### src/rtl/fir_pkg.sv
// Shared constants for the FIR chain: default widths and the sample feeder state encoding.
package fir_pkg;

  localparam int FIR_DW = 8;
  localparam int FIR_K  = 8;

  localparam logic [1:0] FEED_IDLE  = 2'd0;
  localparam logic [1:0] FEED_ISSUE = 2'd1;
  localparam logic [1:0] FEED_WAIT  = 2'd2;

  typedef enum logic [1:0] {
    ST_IDLE  = FEED_IDLE,
    ST_ISSUE = FEED_ISSUE,
    ST_WAIT  = FEED_WAIT
  } feed_state_e;

endpackage

### src/rtl/fir_sample_fifo.sv
// Small sample FIFO in front of the FIR core; wrap-around pointers, flush empties it at the edge.
module fir_sample_fifo
  import fir_pkg::*;
#(
  parameter int DW    = FIR_DW,
  parameter int DEPTH = 4
) (
  input  logic                      clk,
  input  logic                      rst,
  input  logic                      push,
  input  logic                      pop,
  input  logic                      flush,
  input  logic signed [DW-1:0]      din,
  output logic signed [DW-1:0]      dout,
  output logic [$clog2(DEPTH):0]    level,
  output logic                      full,
  output logic                      empty
);

  localparam int AW = $clog2(DEPTH);
  localparam int LW = AW + 1;

  logic signed [DW-1:0] mem [DEPTH];
  logic [AW-1:0]        wr_ptr;
  logic [AW-1:0]        rd_ptr;
  logic                 push_ok;
  logic                 pop_ok;

  // Full blocks a push even when a pop happens in the same cycle.
  assign full    = (level == LW'(DEPTH));
  assign empty   = (level == '0);
  assign push_ok = push && !full && !flush;
  assign pop_ok  = pop && !empty && !flush;
  assign dout    = mem[rd_ptr];

  always_ff @(posedge clk) begin
    if (rst || flush) begin
      wr_ptr <= '0;
      rd_ptr <= '0;
      level  <= '0;
    end else begin
      if (push_ok) wr_ptr <= wr_ptr + 1'b1;
      if (pop_ok)  rd_ptr <= rd_ptr + 1'b1;
      case ({push_ok, pop_ok})
        2'b10:   level <= level + 1'b1;
        2'b01:   level <= level - 1'b1;
        default: level <= level;
      endcase
    end
  end

  always_ff @(posedge clk) begin
    if (push_ok) mem[wr_ptr] <= din;
  end

endmodule

### src/rtl/fir_sample_feeder.sv
// Buffers source samples and issues them one at a time to the FIR core start/x_in interface.
// Optional watchdog on the core response: define FIR_FEEDER_TIMEOUT_EN.
module fir_sample_feeder
  import fir_pkg::*;
#(
  parameter int DW      = FIR_DW,
  parameter int DEPTH   = 4,
  parameter int TIMEOUT = 64
) (
  input  logic                      clk,
  input  logic                      rst,
  input  logic                      s_valid,
  input  logic signed [DW-1:0]      s_data,
  output logic                      s_ready,
  input  logic                      flush,
  output logic                      fir_start,
  output logic signed [DW-1:0]      fir_x,
  input  logic                      fir_data_valid,
  output logic                      busy,
  output logic [$clog2(DEPTH):0]    level,
  output logic                      timeout_err
);

  feed_state_e          state_p0;
  logic signed [DW-1:0] head;
  logic                 full;
  logic                 empty;
  logic                 push;
  logic                 pop_go;
  logic                 wd_expire;

  assign s_ready = !full;
  assign push    = s_valid && s_ready;
  // A flush cycle neither pops nor starts a new issue.
  assign pop_go  = (state_p0 == ST_IDLE) && !empty && !flush;

  fir_sample_fifo #(
    .DW    (DW),
    .DEPTH (DEPTH)
  ) u_fifo (
    .clk   (clk),
    .rst   (rst),
    .push  (push),
    .pop   (pop_go),
    .flush (flush),
    .din   (s_data),
    .dout  (head),
    .level (level),
    .full  (full),
    .empty (empty)
  );

  // Issue FSM: pop into fir_x, pulse start, hold until the core answers
  always_ff @(posedge clk) begin
    if (rst) begin
      state_p0 <= ST_IDLE;
      fir_x    <= '0;
    end else begin
      case (state_p0)
        ST_IDLE: begin
          if (pop_go) begin
            fir_x    <= head;
            state_p0 <= ST_ISSUE;
          end
        end
        ST_ISSUE: state_p0 <= ST_WAIT;
        ST_WAIT: begin
          if (fir_data_valid || wd_expire) state_p0 <= ST_IDLE;
        end
        default: state_p0 <= ST_IDLE;
      endcase
    end
  end

  assign fir_start = (state_p0 == ST_ISSUE);
  assign busy      = (state_p0 == ST_ISSUE) || (state_p0 == ST_WAIT);

`ifdef FIR_FEEDER_TIMEOUT_EN
  localparam int CW = $clog2(TIMEOUT + 1);

  logic [CW-1:0] wd_cnt_p0;
  logic          timeout_p0;

  // A core answer in the expiry cycle wins over the watchdog.
  assign wd_expire = (state_p0 == ST_WAIT) && !fir_data_valid &&
                     (wd_cnt_p0 == CW'(TIMEOUT - 1));

  always_ff @(posedge clk) begin
    if (rst) begin
      wd_cnt_p0  <= '0;
      timeout_p0 <= 1'b0;
    end else begin
      timeout_p0 <= wd_expire;
      if (state_p0 == ST_ISSUE)     wd_cnt_p0 <= '0;
      else if (state_p0 == ST_WAIT) wd_cnt_p0 <= wd_cnt_p0 + 1'b1;
    end
  end

  assign timeout_err = timeout_p0;
`else
  assign wd_expire   = 1'b0;
  assign timeout_err = 1'b0;
`endif

endmodule

### config.mk
export PLATFORM = sky130hd
export DESIGN_NAME = fir_sample_feeder
export DESIGN_NICKNAME = d
export VERILOG_FILES = /design/src/rtl/fir_pkg.sv /design/src/rtl/fir_sample_fifo.sv /design/src/rtl/fir_sample_feeder.sv
export SDC_FILE = /design/constraint.sdc
export NUM_CORES = 1
export LEC_CHECK = 0
export CORE_ASPECT_RATIO = 1.5
export CORE_MARGIN = 2
export CORE_UTILIZATION = 37
export DETAILED_ROUTE_END_ITERATION = 10
export DONT_BUFFER_PORTS = 1
export PLACE_DENSITY_LB_ADDON = 0.1
export SYNTH_ARGS = -nofsm -noshare
export SYNTH_HDL_FRONTEND = slang
export SYNTH_SLANG_ARGS = --single-unit
### constraint.sdc
create_clock -name clk -period 4.6 [get_ports clk]
set_clock_uncertainty 0.05 [all_clocks]
set_input_delay 0.92 -clock clk [delete_from_list [all_inputs] [get_ports clk]]
set_output_delay 0.92 -clock clk [all_outputs]
set_load 0.02 [all_outputs]
== After elaboration in Yosys (flattened, before gate mapping) ==
Memory sizes are Yosys's and may differ from the RTL's. A register that Yosys moved wholly into a read port is not among the register bits.
Cells that the tools add are included.
Word-level totals
  register bits after elaboration: 9
  memory bits (writable): 32
  bits of input ports: 13
  output and inout bits: 15
  logic and storage cells: 39
  memories: 1
Memory list
  u_fifo.mem: words 4, width 8, read ports 1, clocked after memory_dff 1, write ports 1, RTL line fir_sample_fifo.sv:23  | logic signed [DW-1:0] mem [DEPTH];
Cells by class
  add/subtract/negate cells: 4
  equality and inequality tests: 7
  multiplexer cells: 6
  reductions and logical operators: 17
Operators with widths (count)
  $logic_and A1 B1 Y1: 7
  $pmux W2 S3: 1
  $pmux W3 S2: 1
  $add A2 B1 Y2 const B: 2
  $eq A2 B1 Y1 const B: 2
  $eq A2 B2 Y1 const B: 2
  $mux W2: 2
  $reduce_and A2 Y1: 2
  $add A3 B1 Y3 const B: 1
  $eq A3 B3 Y1 const B: 1
  $logic_not A1 Y1: 3
  $logic_not A3 Y1: 1
  $sub A3 B1 Y3 const B: 1
  $logic_not A2 Y1: 1
  $logic_or A1 B1 Y1: 2
  $mux W1: 2
  $ne A2 B1 Y1 const B: 1
  $ne A2 B2 Y1 const B: 1
  $reduce_bool A2 Y1: 1

== Logic depth before layout (Yosys ltp) ==
Gate-level depths: netlist of run 1.
  depth in word-level cells: 8
  gate-level depth with buffers: 11
  mapped depth without buffers: 10

== Modules after synthesis ==
A second synthesis of run 1 with hierarchy kept.
Second synthesis, totals
  cell total of the unflattened synthesis: 145
  area total of the unflattened synthesis: 2120.8 µm²
Modules (own cells, without submodules)
  fir_sample_fifo: instances 1, cells an instance 97, area an instance 1637.8 µm², seq. area each 1141.1 µm²
  fir_sample_feeder: instances 1, cells an instance 48, area an instance 483.0 µm², seq. area each 200.2 µm²

== Worst setup path after synthesis of run 1 ==
OpenSTA, ideal clock, no wires.
  path type: input to register
  start: input flush
  end: register u_fifo.level[2]
  library setup time: 0.070 ns
  arrival: 2.498 ns
  required time: 4.480 ns
  setup slack: 1.982 ns
  cell stages on the path: 9
  path buffers: 1
  cells stage by stage: nand2b_1 -> clkbuf_1 -> nor2_1 -> ha_1 -> inv_1 -> fa_1 -> xor2_1 -> or3_1 -> a21oi_1
On the way
  cells in the longest elaborated chain, start to end: 6
  elaborated cells between the ends (all ways): 10
  classes of those cells: eq/ne (2); mux (1); reduce/logical (7)
RTL lines
  from (decl): RTL line fir_sample_feeder.sv:15  | input logic flush,
  $logic_not A1 Y1 *: RTL line fir_sample_fifo.sv:33, fir_sample_feeder.sv:35
  $logic_and A1 B1 Y1: RTL line fir_sample_feeder.sv:35  | assign pop_go = (state_p0 == ST_IDLE) && !empty && !flush;
  $logic_and A1 B1 Y1: RTL line fir_sample_fifo.sv:33  | assign pop_ok = pop && !empty && !flush;
  $logic_and A1 B1 Y1 *: RTL line fir_sample_fifo.sv:33
  via u_fifo.pop_ok: RTL line fir_sample_fifo.sv:27  | logic pop_ok;
  $eq A2 B1 Y1 or $eq A2 B2 Y1 (tied branches): RTL line fir_sample_fifo.sv:44  | case ({push_ok, pop_ok})
  $pmux W3 S2 or $reduce_bool A2 Y1 (tied branches)
  to (signal assigned): RTL line fir_sample_fifo.sv:45  | 2'b10: level <= level + 1'b1;
  to (signal assigned): RTL line fir_sample_fifo.sv:46  | 2'b01: level <= level - 1'b1;
  to (signal assigned): RTL line fir_sample_fifo.sv:47  | default: level <= level;
  to (decl): RTL line fir_sample_fifo.sv:15  | output logic [$clog2(DEPTH):0] level,
The timed path passes the listed nets; every way through them passes the cells marked *.
A chain may end at the register's enable or synchronous reset.

== Worst setup path in the final report of run 1 ==
  start: register u_fifo.level[1]
  end: register u_fifo.level[2]
On the way
  cells in the longest elaborated chain, start to end: 8
  elaborated cells between the ends (all ways): 17
  classes of those cells: add/sub (2); eq/ne (3); mux (1); reduce/logical (11)
RTL lines
  $logic_not A3 Y1 *: RTL line fir_sample_fifo.sv:31  | assign empty = (level == '0);
  $logic_not A1 Y1 *: RTL line fir_sample_fifo.sv:33, fir_sample_feeder.sv:35
  $logic_and A1 B1 Y1 (2 in series): RTL line fir_sample_feeder.sv:35
  $logic_and A1 B1 Y1 * (2 in series): RTL line fir_sample_fifo.sv:33
  via u_fifo.pop_ok: RTL line fir_sample_fifo.sv:27
  $eq A2 B1 Y1 or $eq A2 B2 Y1 (tied branches): RTL line fir_sample_fifo.sv:44
  $pmux W3 S2 or $reduce_bool A2 Y1 (tied branches)
Marks and branches as above.

==> summary.txt, run 1 <==
Total GRT Usage: 12.9%
Die area: 0.00633 mm²
Die height: 96.4 µm
Core area: 0.00549 mm²
Row count: 33
Synth-to-Final Area Change: 6.18%
Crit path kind: flop to flop
Slew at the pin with the worst max-slew slack: 1.10 ns
Gpl congestion: 0.753
RSZ-0062 raised after global routing: no
Most common cell after layout, fill and taps aside: edfxtp_1
Worst Setup Slack, final: 2.01 ns
Hold Path Stages: 2
Fmax: 0.386 GHz
Crit path max-delay cell type: nor3_1
Synth area leaders: edfxtp_1, dfxtp_1, mux4_1
DR iter-0 viols: 53
Register area share after synthesis: 61.8%
Post-synthesis cell area: 0.00211 mm²
Nets: 175
Initial core utilization: 38.4%
Most frequent cells in the layout: edfxtp_1, dfxtp_1, a21oi_1
Req. time, crit path: 4.78 ns
Synth Instances: 154
Die W: 65.6 µm
Worst Hold Class: flop to flop
1st-pass router iterations: 4
CP max stage delay: 0.93 ns
First-pass GRT wire length: 5.91 mm
WL/cell: 15.9 µm
DRT Wirelength: 3.55 mm
Detailed Place HPWL: 2.53 mm
Setup bufs post-CTS: 0
DRT met1 WL: 1.38 mm
I/O Pins: 28
CP Max Fanout: 13
Number of global-route vias before repair: 1219
Yosys warns: 0
Post-synthesis average cell area: 13.7 µm²
Skew-Pair Late Insertion Delay: 0.30 ns
Largest net degree at the start of global routing: 17
TNS Setup: 0 ns
Critical Path Sink Type: flop
Yosys top cell by area: edfxtp_1
Cts hold-fix bufs: 0
Fin. Hold Viols: 0
Setup violations, final: 0
Via count: 1124
Met3 Wirelength: 241 µm
Layout cells sized above 1: 6.54%
# DRC: 0
Worst R2R Path Depth: 8
Power Density: 350 mW/mm²
VDD IR max: 0.231 mV
Hold path startpoint: state_p0[1]$_SDFFE_PP0P_
Max Cap Viol: 0
Net Count, Synth: 177
Post-synthesis sequential element count: 49
Max-Slew Margin vs Limit: 25.9%
Pre-CTS setup slack: 1.85 ns
DR top layer: met4
Crit Reg-Reg Endpoint: u_fifo.level[2]$_SDFFE_PP0P_
Number of antenna violations at the first check in global routing: 0
Library cells used by synthesis: 29
Detailed-route vias per instance: 5.04
Yosys top cell area share: 45.6%
RR Startpoint: u_fifo.level[1]$_SDFFE_PP0P_
H-Tree Depth: 2
Outcome: finished, final reports clean
ANT cells: 0
Worst EP arrival: 2.77 ns
Lkg Pwr: 0.719 nW
Port Buffers: 0
R2R Setup Slk: 2.01 ns
Minimum clock period: 2.59 ns
CP Launch Point: u_fifo.level[1]$_SDFFE_PP0P_
Period Utilization, post-route: 56.3%
Antenna-violating nets left: 0
TritonCTS clock tree: built
TritonCTS buffer count: 5
Clk sinks: 49
Min-Delay Endpoint: state_p0[1]$_SDFFE_PP0P_
Post-CTS sizing: 0
Non-filler instance count after layout: 223
Root Driver: clkbuf_8
Slew Viols, Final: 0
Metal2 WL: 1.85 mm
Total power: 0.784 mW
Total gr overflow: 0
Clock transition at path regs: 0.08 ns
Maximum root-to-sink buffer count: 2
Placed cells: 215
Crit path launch type: flop
Crit-path cells: nor3_1 -> nor2_1 -> ha_1 -> inv_1 -> fa_1 -> xor2_1 -> or3_1 -> a21oi_1
[how the worst max path moves through the flow]
| stage | depth (start not counted) | end |
|---|---|---|
| floorplan | 9 | u_fifo.level[2]$_SDFFE_PP0P_ |
| global placement | 8 | u_fifo.level[2]$_SDFFE_PP0P_ |
| detailed placement | 8 | u_fifo.level[2]$_SDFFE_PP0P_ |
| CTS | 8 | u_fifo.level[2]$_SDFFE_PP0P_ |
| global route | 8 | u_fifo.level[2]$_SDFFE_PP0P_ |
| finish | 8 | u_fifo.level[2]$_SDFFE_PP0P_ |
[metrics by stage]
stage	util, %	hold WS (ns)	area, µm²
global route	40.7	0.489	2240
detailed placement	39.1	0.441	2150
CTS	40.7	0.454	2240
global placement	39.1	0.429	2150
floorplan	-	0.416	2110
finish	40.7	0.447	2240
[per-layer routing]
layer / track usage [%] / vias up
met5: 0 / -
met4: 5.38 / 0
met3: 4.75 / 7
met2: 22.9 / 27
met1: 13.6 / 537
li1: - / 553
[where the power goes]
part,internal (mW),switching (mW),leakage [nW]
logic,0.0175,0.0314,0.246
clock network,0.108,0.142,0.0445
registers,0.477,0.00794,0.428
[Yosys cell counts]
cell type	number
mux4_1	8
buf_4	1
edfxtp_1	32
or2_2	1
conb_1	1
o21ai_0	12
clkbuf_1	4
xor2_1	2
nor2b_1	1
a221oi_1	1
o31ai_1	1
and2_1	5
ha_1	9
buf_1	1
nand3_1	11
nor2_1	4
nor3b_1	1
a21oi_1	14
nand2b_1	5
inv_2	1
or4_1	1
inv_1	11
nor3_1	2
or3_1	2
mux2i_1	2
dfxtp_1	17
fa_1	1
clkbuf_2	2
buf_6	1
[final cells by class]
cell class,count,area (µm²)
clock buffers,5,68.8
clock inverters,3,21.3
fillers,508,3250
inverters,12,45.0
multi-input cells,84,713
flip-flops and latches,49,1300
well taps,70,87.6
[logic make-up (layout without fill, tap and decap cells)]
family                     Yosys count  after routing  synth area share, %
AOI/OAI and AO/OA                   28             28                 6.95
xor gates and xnor gates             2              2                0.832
adders and majority gates           10             10                 6.29
buffers and inverters               21             20                 4.39
DFF                                 49             49                 61.8
muxes                               10             10                 10.9
other                                1              1                0.178
and+or+nand+nor                     33             33                 8.67
[flip-flops by register name, indices dropped and copies added, names as in the netlist]
signal	count
u_fifo.rd_ptr	2
state_p0	2
u_fifo.wr_ptr	2
u_fifo.mem	32
fir_x	8
u_fifo.level	3
[critical path, delay by kind of cell, from the launching register on]
kind / cells / cell delay (ns)
compound gates: 1 / 0.14
xor+xnor: 1 / 0.08
fa+ha+maj: 2 / 0.44
buf+inv: 1 / 0.08
flops: 1 / 0.43
simple gates: 3 / 1.32
(Power assumes the default switching activity.)
==> run 2: changes to the inputs <==
- clock period: 4.6 -> 2.5 ns (I/O delays scaled with it)
==> run 2 against run 1 <==
Net effect:
- critical path depth grew 2
- register-to-register slack got worse by 1.8 ns
- combinational power is 100% higher
- fmax grew 14%
- via count is 5.9% higher
- sequential share of layout area is 1.2 points lower
- cell area grew 2.2%
- critical path type unchanged
- largest power group unchanged
==> summary.txt, run 2 (synthesis results as in run 1) <==
Die W: 65.6 µm (unchanged)
Core area: 0.00549 mm² (unchanged)
Number of antenna violations at the first check in global routing: 0 (unchanged)
Slew Viols, Final: 0 (unchanged)
Nets: 182 (was 175)
1st-pass router iterations: 4 (unchanged)
Worst Path Buf+Inv: 2 (was 1)
Cell Area, Placed: 0.00220 mm² (was 0.00215 mm²)
Max Cap Viol: 0 (unchanged)
Worst EP arrival: 2.44 ns (was 2.77 ns)
Critical Path Sink Type: flop (unchanged)
Crit Reg-Reg Endpoint: u_fifo.level[2]$_SDFFE_PP0P_ (unchanged)
Minimum clock period: 2.26 ns (was 2.59 ns)
Largest register FFs: 32 (unchanged)
Root Driver: clkbuf_8 (unchanged)
Post-CTS sizing: 0 (unchanged)
Die height: 96.4 µm (unchanged)
Maximum root-to-sink buffer count: 2 (unchanged)
Synth-to-Final Area Change: 8.49% (was 6.18%)
Req. time, crit path: 2.68 ns (was 4.78 ns)
Total power: 1.45 mW (was 0.784 mW)
Delay-heaviest family, CP: adder cells (was simple AND/OR/NAND/NOR gates)
Clock transition at path regs: 0.09 ns (was 0.08 ns)
Die area: 0.00633 mm² (unchanged)
Crit path launch type: flop (unchanged)
Pre-CTS setup slack: 0.262 ns (was 1.85 ns)
Clk sinks: 49 (unchanged)
Total gr overflow: 0 (unchanged)
Layout cells sized above 1: 10.0% (was 6.54%)
Via count: 1190 (was 1124)
Largest net degree at the start of global routing: 16 (was 17)
NetSw: 0.332 mW (was 0.181 mW)
CP Max Fanout: 4 (was 13)
First-pass GRT wire length: 6.17 mm (was 5.91 mm)
H-Tree Depth: 2 (unchanged)
Worst R2R Path Depth: 10 (was 8)
CP Launch Point: state_p0[1]$_SDFFE_PP0P_ (was u_fifo.level[1]$_SDFFE_PP0P_)
I/O Pins: 28 (unchanged)
Most frequent cells in the layout: edfxtp_1, dfxtp_1, a21oi_1 (unchanged)
Skew-Pair Late Insertion Delay: 0.29 ns (was 0.30 ns)
CP max stage delay: 0.38 ns (was 0.93 ns)
Initial core utilization: 38.4% (unchanged)
Gpl congestion: 0.703 (was 0.753)
R2R Setup Slk: 0.24 ns (was 2.01 ns)
Crit path max-delay cell type: fa_1 (was nor3_1)
Outcome: finished, final reports clean (unchanged)
Internal power: 1.12 mW (was 0.603 mW)
Crit-path cells: inv_1 -> ha_1 -> nand2b_1 -> nor2_1 -> ha_1 -> inv_1 -> fa_1 -> xor2_1 -> or3_1 -> a21oi_1 (was nor3_1 -> nor2_1 -> ha_1 -> inv_1 -> fa_1 -> xor2_1 -> or3_1 -> a21oi_1)
ANT cells: 0 (unchanged)
Period Utilization, post-route: 90.6% (was 56.3%)
Power Density: 633 mW/mm² (was 350 mW/mm²)
Setup violations, final: 0 (unchanged)
GR met3 Demand/Resource: 4.17% (was 4.75%)
Clock power frac: 31.6% (was 31.9%)
Placed cells: 222 (was 215)
Flop pwr share: 61.6% (was 61.9%)
Cts hold-fix bufs: 0 (unchanged)
Setup bufs post-CTS: 0 (unchanged)
Non-filler instance count after layout: 230 (was 223)
Cell area after layout: 0.00229 mm² (was 0.00224 mm²)
Antenna-violating nets left: 0 (unchanged)
RSZ-0062 raised after global routing: no (unchanged)
TritonCTS clock tree: built (unchanged)
# DRC: 0 (unchanged)
Total GRT Usage: 13.2% (was 12.9%)
GRT met2 Usage: 24.3% (was 22.9%)
Layer with the highest usage: met2 (unchanged)
Detailed Place HPWL: 2.69 mm (was 2.53 mm)
Sw frac: 22.9% (was 23.1%)
Number of global-route vias before repair: 1253 (was 1219)
VDD IR max: 0.383 mV (was 0.231 mV)
TNS Setup: 0 ns (unchanged)
Min-Delay Endpoint: fir_x[6]$_SDFFE_PP0P_ (was state_p0[1]$_SDFFE_PP0P_)
WL/cell: 16.4 µm (was 15.9 µm)
Detailed-route vias per instance: 5.17 (was 5.04)
Most common cell after layout, fill and taps aside: edfxtp_1 (unchanged)
Top Registers: u_fifo.mem (32), fir_x (8), u_fifo.level (3) (unchanged)
Hold Path Stages: 1 (was 2)
DRT Wirelength: 3.76 mm (was 3.55 mm)
Max-Slew Margin vs Limit: 56.4% (was 25.9%)
TritonCTS buffer count: 5 (unchanged)
Crit path kind: flop to flop (unchanged)
Hold path startpoint: rst (was state_p0[1]$_SDFFE_PP0P_)
Fin. Hold Viols: 0 (unchanged)
Row count: 33 (unchanged)
Port Buffers: 0 (unchanged)
Combinational power share: 6.9% (was 6.2%)
Most flop-heavy register: u_fifo.mem (unchanged)
Worst Hold Class: input pin to flop (was flop to flop)
Worst Setup Slack, final: 0.235 ns (was 2.01 ns)
Fmax: 0.442 GHz (was 0.386 GHz)
Met1 GRT Util: 14.2% (was 13.6%)
Lkg Pwr: 0.756 nW (was 0.719 nW)
Slew at the pin with the worst max-slew slack: 0.653 ns (was 1.10 ns)
DR iter-0 viols: 54 (was 53)
RR Startpoint: state_p0[1]$_SDFFE_PP0P_ (was u_fifo.level[1]$_SDFFE_PP0P_)
[run 2: changes by cell type in the layout (fill, tap and decap cells not counted)]
cell,change
clkinvlp_4,-1
clkbuf_1,+1
buf_4,+7
[run 2: final cells by class]
| type | count | area (µm²) |
|---|---|---|
| timing repair buffer | 7 | 52.6 |
| tap | 70 | 87.6 |
| multi-input combinational | 84 | 713 |
| inverter | 12 | 45.0 |
| fill | 511 | 3210 |
| sequential | 49 | 1300 |
| clock inverter | 2 | 13.8 |
| clock buffer | 6 | 72.6 |
[run 2: worst register-to-register path, cell delays in order, from the launching register on]
cell      delay, ns
dfxtp_1        0.33
inv_1          0.11
ha_1           0.23
nand2b_1       0.09
nor2_1         0.12
ha_1           0.19
inv_1          0.06
fa_1           0.38
xor2_1         0.17
or3_1          0.31
a21oi_1        0.16
[run 2: worst max-delay path by stage]
stage / to / cells after the start
2_1_floorplan: u_fifo.level[2]$_SDFFE_PP0P_ / 9
3_3_place_gp: u_fifo.level[2]$_SDFFE_PP0P_ / 10
3_5_place_dp: u_fifo.level[2]$_SDFFE_PP0P_ / 10
4_1_cts: u_fifo.level[2]$_SDFFE_PP0P_ / 10
5_1_grt: u_fifo.level[2]$_SDFFE_PP0P_ / 10
6_report: u_fifo.level[2]$_SDFFE_PP0P_ / 10
[run 2: through the flow]
step	utilization (%)	hold WS, ns
2_1_floorplan	-	0.416
3_3_place_gp	40.1	0.427
3_5_place_dp	40.1	0.440
4_1_cts	41.6	0.197
5_1_grt	41.6	0.188
6_report	41.6	0.209
[run 2: power groups by stage]
| stage | combinational (mW) | sequential [mW] | clock [mW] |
|---|---|---|---|
| after floorplan | 0.0798 | 0.908 | 0 |
| after global placement | 0.0985 | 0.909 | 0 |
| after detailed placement | 0.101 | 0.910 | 0 |
| after CTS | 0.101 | 0.892 | 0.476 |
| after global routing | 0.113 | 0.893 | 0.509 |
| final | 0.0994 | 0.891 | 0.457 |
[run 2: layer usage]
layer	up-vias	part of all wire [%]
li1	570	-
met1	588	40
met2	26	54
met3	6	5.3
met4	0	1.4
met5	-	0
==> run 3: changes to the inputs <==
- clock period: 2.5 -> 2.03 ns (I/O delays scaled with it)
==> run 3 against run 2 <==
Net effect:
- fmax is 14% higher
- non-clock buffer count is 5 higher
- flip-flop and latch count stayed put
- final cell count is 2.2% higher
- worst hold slack worse by 0.097 ns
- combinational power is 54% higher
- sequential power is 23% higher
- first-iteration DRC count is 1.9% higher
- sequential share of layout area is 1.7 points lower
- die area stayed put
- core utilization is 1.6 points higher
==> summary.txt, run 3 (synthesis results as in run 1) <==
ANT cells: 0 (unchanged)
Filler instances: 518 (was 511)
Core area: 0.00549 mm² (unchanged)
Fin util: 43.2% (was 41.6%)
Nets: 187 (was 182)
Antenna-violating nets left: 0 (unchanged)
Outcome: finished, final reports clean (unchanged)
Largest net degree at the start of global routing: 16 (unchanged)
Clock power frac: 31.0% (was 31.6%)
Row count: 33 (unchanged)
Crit-path cells: inv_4 -> ha_4 -> nand2b_4 -> nor2_4 -> ha_2 -> inv_2 -> fa_2 -> xor2_1 -> or3_1 -> a21oi_1 (was inv_1 -> ha_1 -> nand2b_1 -> nor2_1 -> ha_1 -> inv_1 -> fa_1 -> xor2_1 -> or3_1 -> a21oi_1)
Skew-Pair Late Insertion Delay: 0.29 ns (about the same)
Layout cells sized above 1: 21.2% (was 10.0%)
Most flop-heavy register: u_fifo.mem (unchanged)
Die height: 96.4 µm (unchanged)
Die W: 65.6 µm (unchanged)
Max-Slew Margin vs Limit: 64.1% (was 56.4%)
Sw frac: 23.2% (was 22.9%)
Worst Hold Class: input pin to flop (unchanged)
I/O Pins: 28 (unchanged)
CP Max Fanout: 4 (unchanged)
Flop pwr share: 60.5% (was 61.6%)
Internal power: 1.39 mW (was 1.12 mW)
1st-pass router iterations: 4 (unchanged)
Slew Viols, Final: 0 (unchanged)
Cell Area, Placed: 0.00225 mm² (was 0.00220 mm²)
Gpl congestion: 0.726 (was 0.703)
Clock transition at path regs: 0.09 ns (about the same)
Worst EP arrival: 2.17 ns (was 2.44 ns)
Cell area after layout: 0.00237 mm² (was 0.00229 mm²)
Lkg Pwr: 0.795 nW (was 0.756 nW)
Setup violations, final: 0 (unchanged)
Synth-to-Final Area Change: 12.6% (was 8.49%)
Die area: 0.00633 mm² (unchanged)
Detailed-route vias per instance: 5.15 (was 5.17)
Number of antenna violations at the first check in global routing: 0 (unchanged)
# DRC: 0 (unchanged)
Critical Path Sink Type: flop (unchanged)
Crit path kind: flop to flop (unchanged)
Delay-heaviest family, CP: adder cells (unchanged)
TritonCTS clock tree: built (unchanged)
WL/cell: 17.0 µm (was 16.4 µm)
Req. time, crit path: 2.21 ns (was 2.68 ns)
Most frequent cells in the layout: edfxtp_1, a21oi_1, o21ai_0, dfxtp_1, buf_4 (was edfxtp_1, dfxtp_1, a21oi_1)
Minimum clock period: 1.99 ns (was 2.26 ns)
Total gr overflow: 0 (unchanged)
RSZ-0062 raised after global routing: yes (was no)
Number of global-route vias before repair: 1292 (was 1253)
H-Tree Depth: 2 (unchanged)
TritonCTS buffer count: 5 (unchanged)
CP max stage delay: 0.37 ns (was 0.38 ns)
Total GRT Usage: 13.9% (was 13.2%)
Detailed Place HPWL: 2.79 mm (was 2.69 mm)
First-pass GRT wire length: 6.51 mm (was 6.17 mm)
Crit path max-delay cell type: dfxtp_4 (was fa_1)
DR iter-0 viols: 55 (was 54)
Fin. Hold Viols: 0 (unchanged)
Largest register FFs: 32 (unchanged)
Most common cell after layout, fill and taps aside: edfxtp_1 (unchanged)
NetSw: 0.421 mW (was 0.332 mW)
Pre-CTS setup slack: 0.0365 ns (was 0.262 ns)
Fmax: 0.501 GHz (was 0.442 GHz)
Combinational power share: 8.4% (was 6.9%)
Via count: 1211 (was 1190)
Root Driver: clkbuf_8 (unchanged)
Maximum root-to-sink buffer count: 2 (unchanged)
Power Density: 765 mW/mm² (was 633 mW/mm²)
Crit path launch type: flop (unchanged)
Worst Setup Slack, final: 0.0358 ns (was 0.235 ns)
Worst Path Buf+Inv: 2 (unchanged)
Port Buffers: 0 (unchanged)
Max Cap Viol: 0 (unchanged)
Period Utilization, post-route: 98.2% (was 90.6%)
TNS Setup: 0 ns (unchanged)
Clk sinks: 49 (unchanged)
Initial core utilization: 38.4% (unchanged)
VDD IR max: 0.453 mV (was 0.383 mV)
DRT Wirelength: 4.01 mm (was 3.76 mm)
Slew at the pin with the worst max-slew slack: 0.538 ns (was 0.653 ns)
Top Registers: u_fifo.mem (32), fir_x (8), u_fifo.level (3) (unchanged)
[run 3: power by group through the flow]
stage               clock [mW]  sequential (mW)  combinational, mW
floorplan                    0             1.12              0.116
global placement             0             1.12              0.141
detailed placement           0             1.12              0.146
CTS                      0.586             1.10              0.147
global route             0.630             1.10              0.169
finish                   0.563             1.10              0.153
[run 3: per-stage QoR]
stage               hold slack, ns  cells  power, mW
finish                       0.113    235       1.82
global placement             0.427    224       1.26
global route                0.0832    235       1.90
detailed placement           0.429    224       1.27
CTS                         0.0990    232       1.83
floorplan                    0.415    154       1.24
[run 3: what timing repair did]
action | in CTS | in global routing
hold buffers | 0 | 0
resized for setup | 0 | 4
setup buffers | 0 | 3
endpoints found under the setup margin | 0 | 1
[run 3: path summary, 6_finish.rpt]
kind                                               start                      endpoint  slack, ns  cells after the start
worst min-delay path                                 rst         fir_x[6]$_SDFFE_PP0P_       0.11                      1
worst max register to register  state_p0[0]$_SDFFE_PP0P_  u_fifo.level[2]$_SDFFE_PP0P_       0.04                     10
worst min register to register  state_p0[1]$_SDFFE_PP0P_      state_p0[1]$_SDFFE_PP0P_       0.46                      2
worst max-delay path            state_p0[0]$_SDFFE_PP0P_  u_fifo.level[2]$_SDFFE_PP0P_       0.04                     10
[run 3: final cells by class]
type | instances | area (µm²) | share of cell area, %
Clock inverter | 2 | 13.8 | 0.580
Tap cell | 70 | 87.6 | 3.69
Timing Repair Buffer | 12 | 90.1 | 3.80
Multi-Input combinational cell | 84 | 751 | 31.6
Inverter | 12 | 47.5 | 2.00
Clock buffer | 6 | 72.6 | 3.06
Sequential cell | 49 | 1310 | 55.2
[run 3: routing by layer]
metal  part of all wire [%]  vias up  global-route usage, %
li1                       -      580                      -
met1                     40      605                   16.2
met4                   0.62        0                   4.69
met3                    5.5        2                   4.29
met5                      0        -                      0
met2                     54       24                   24.4
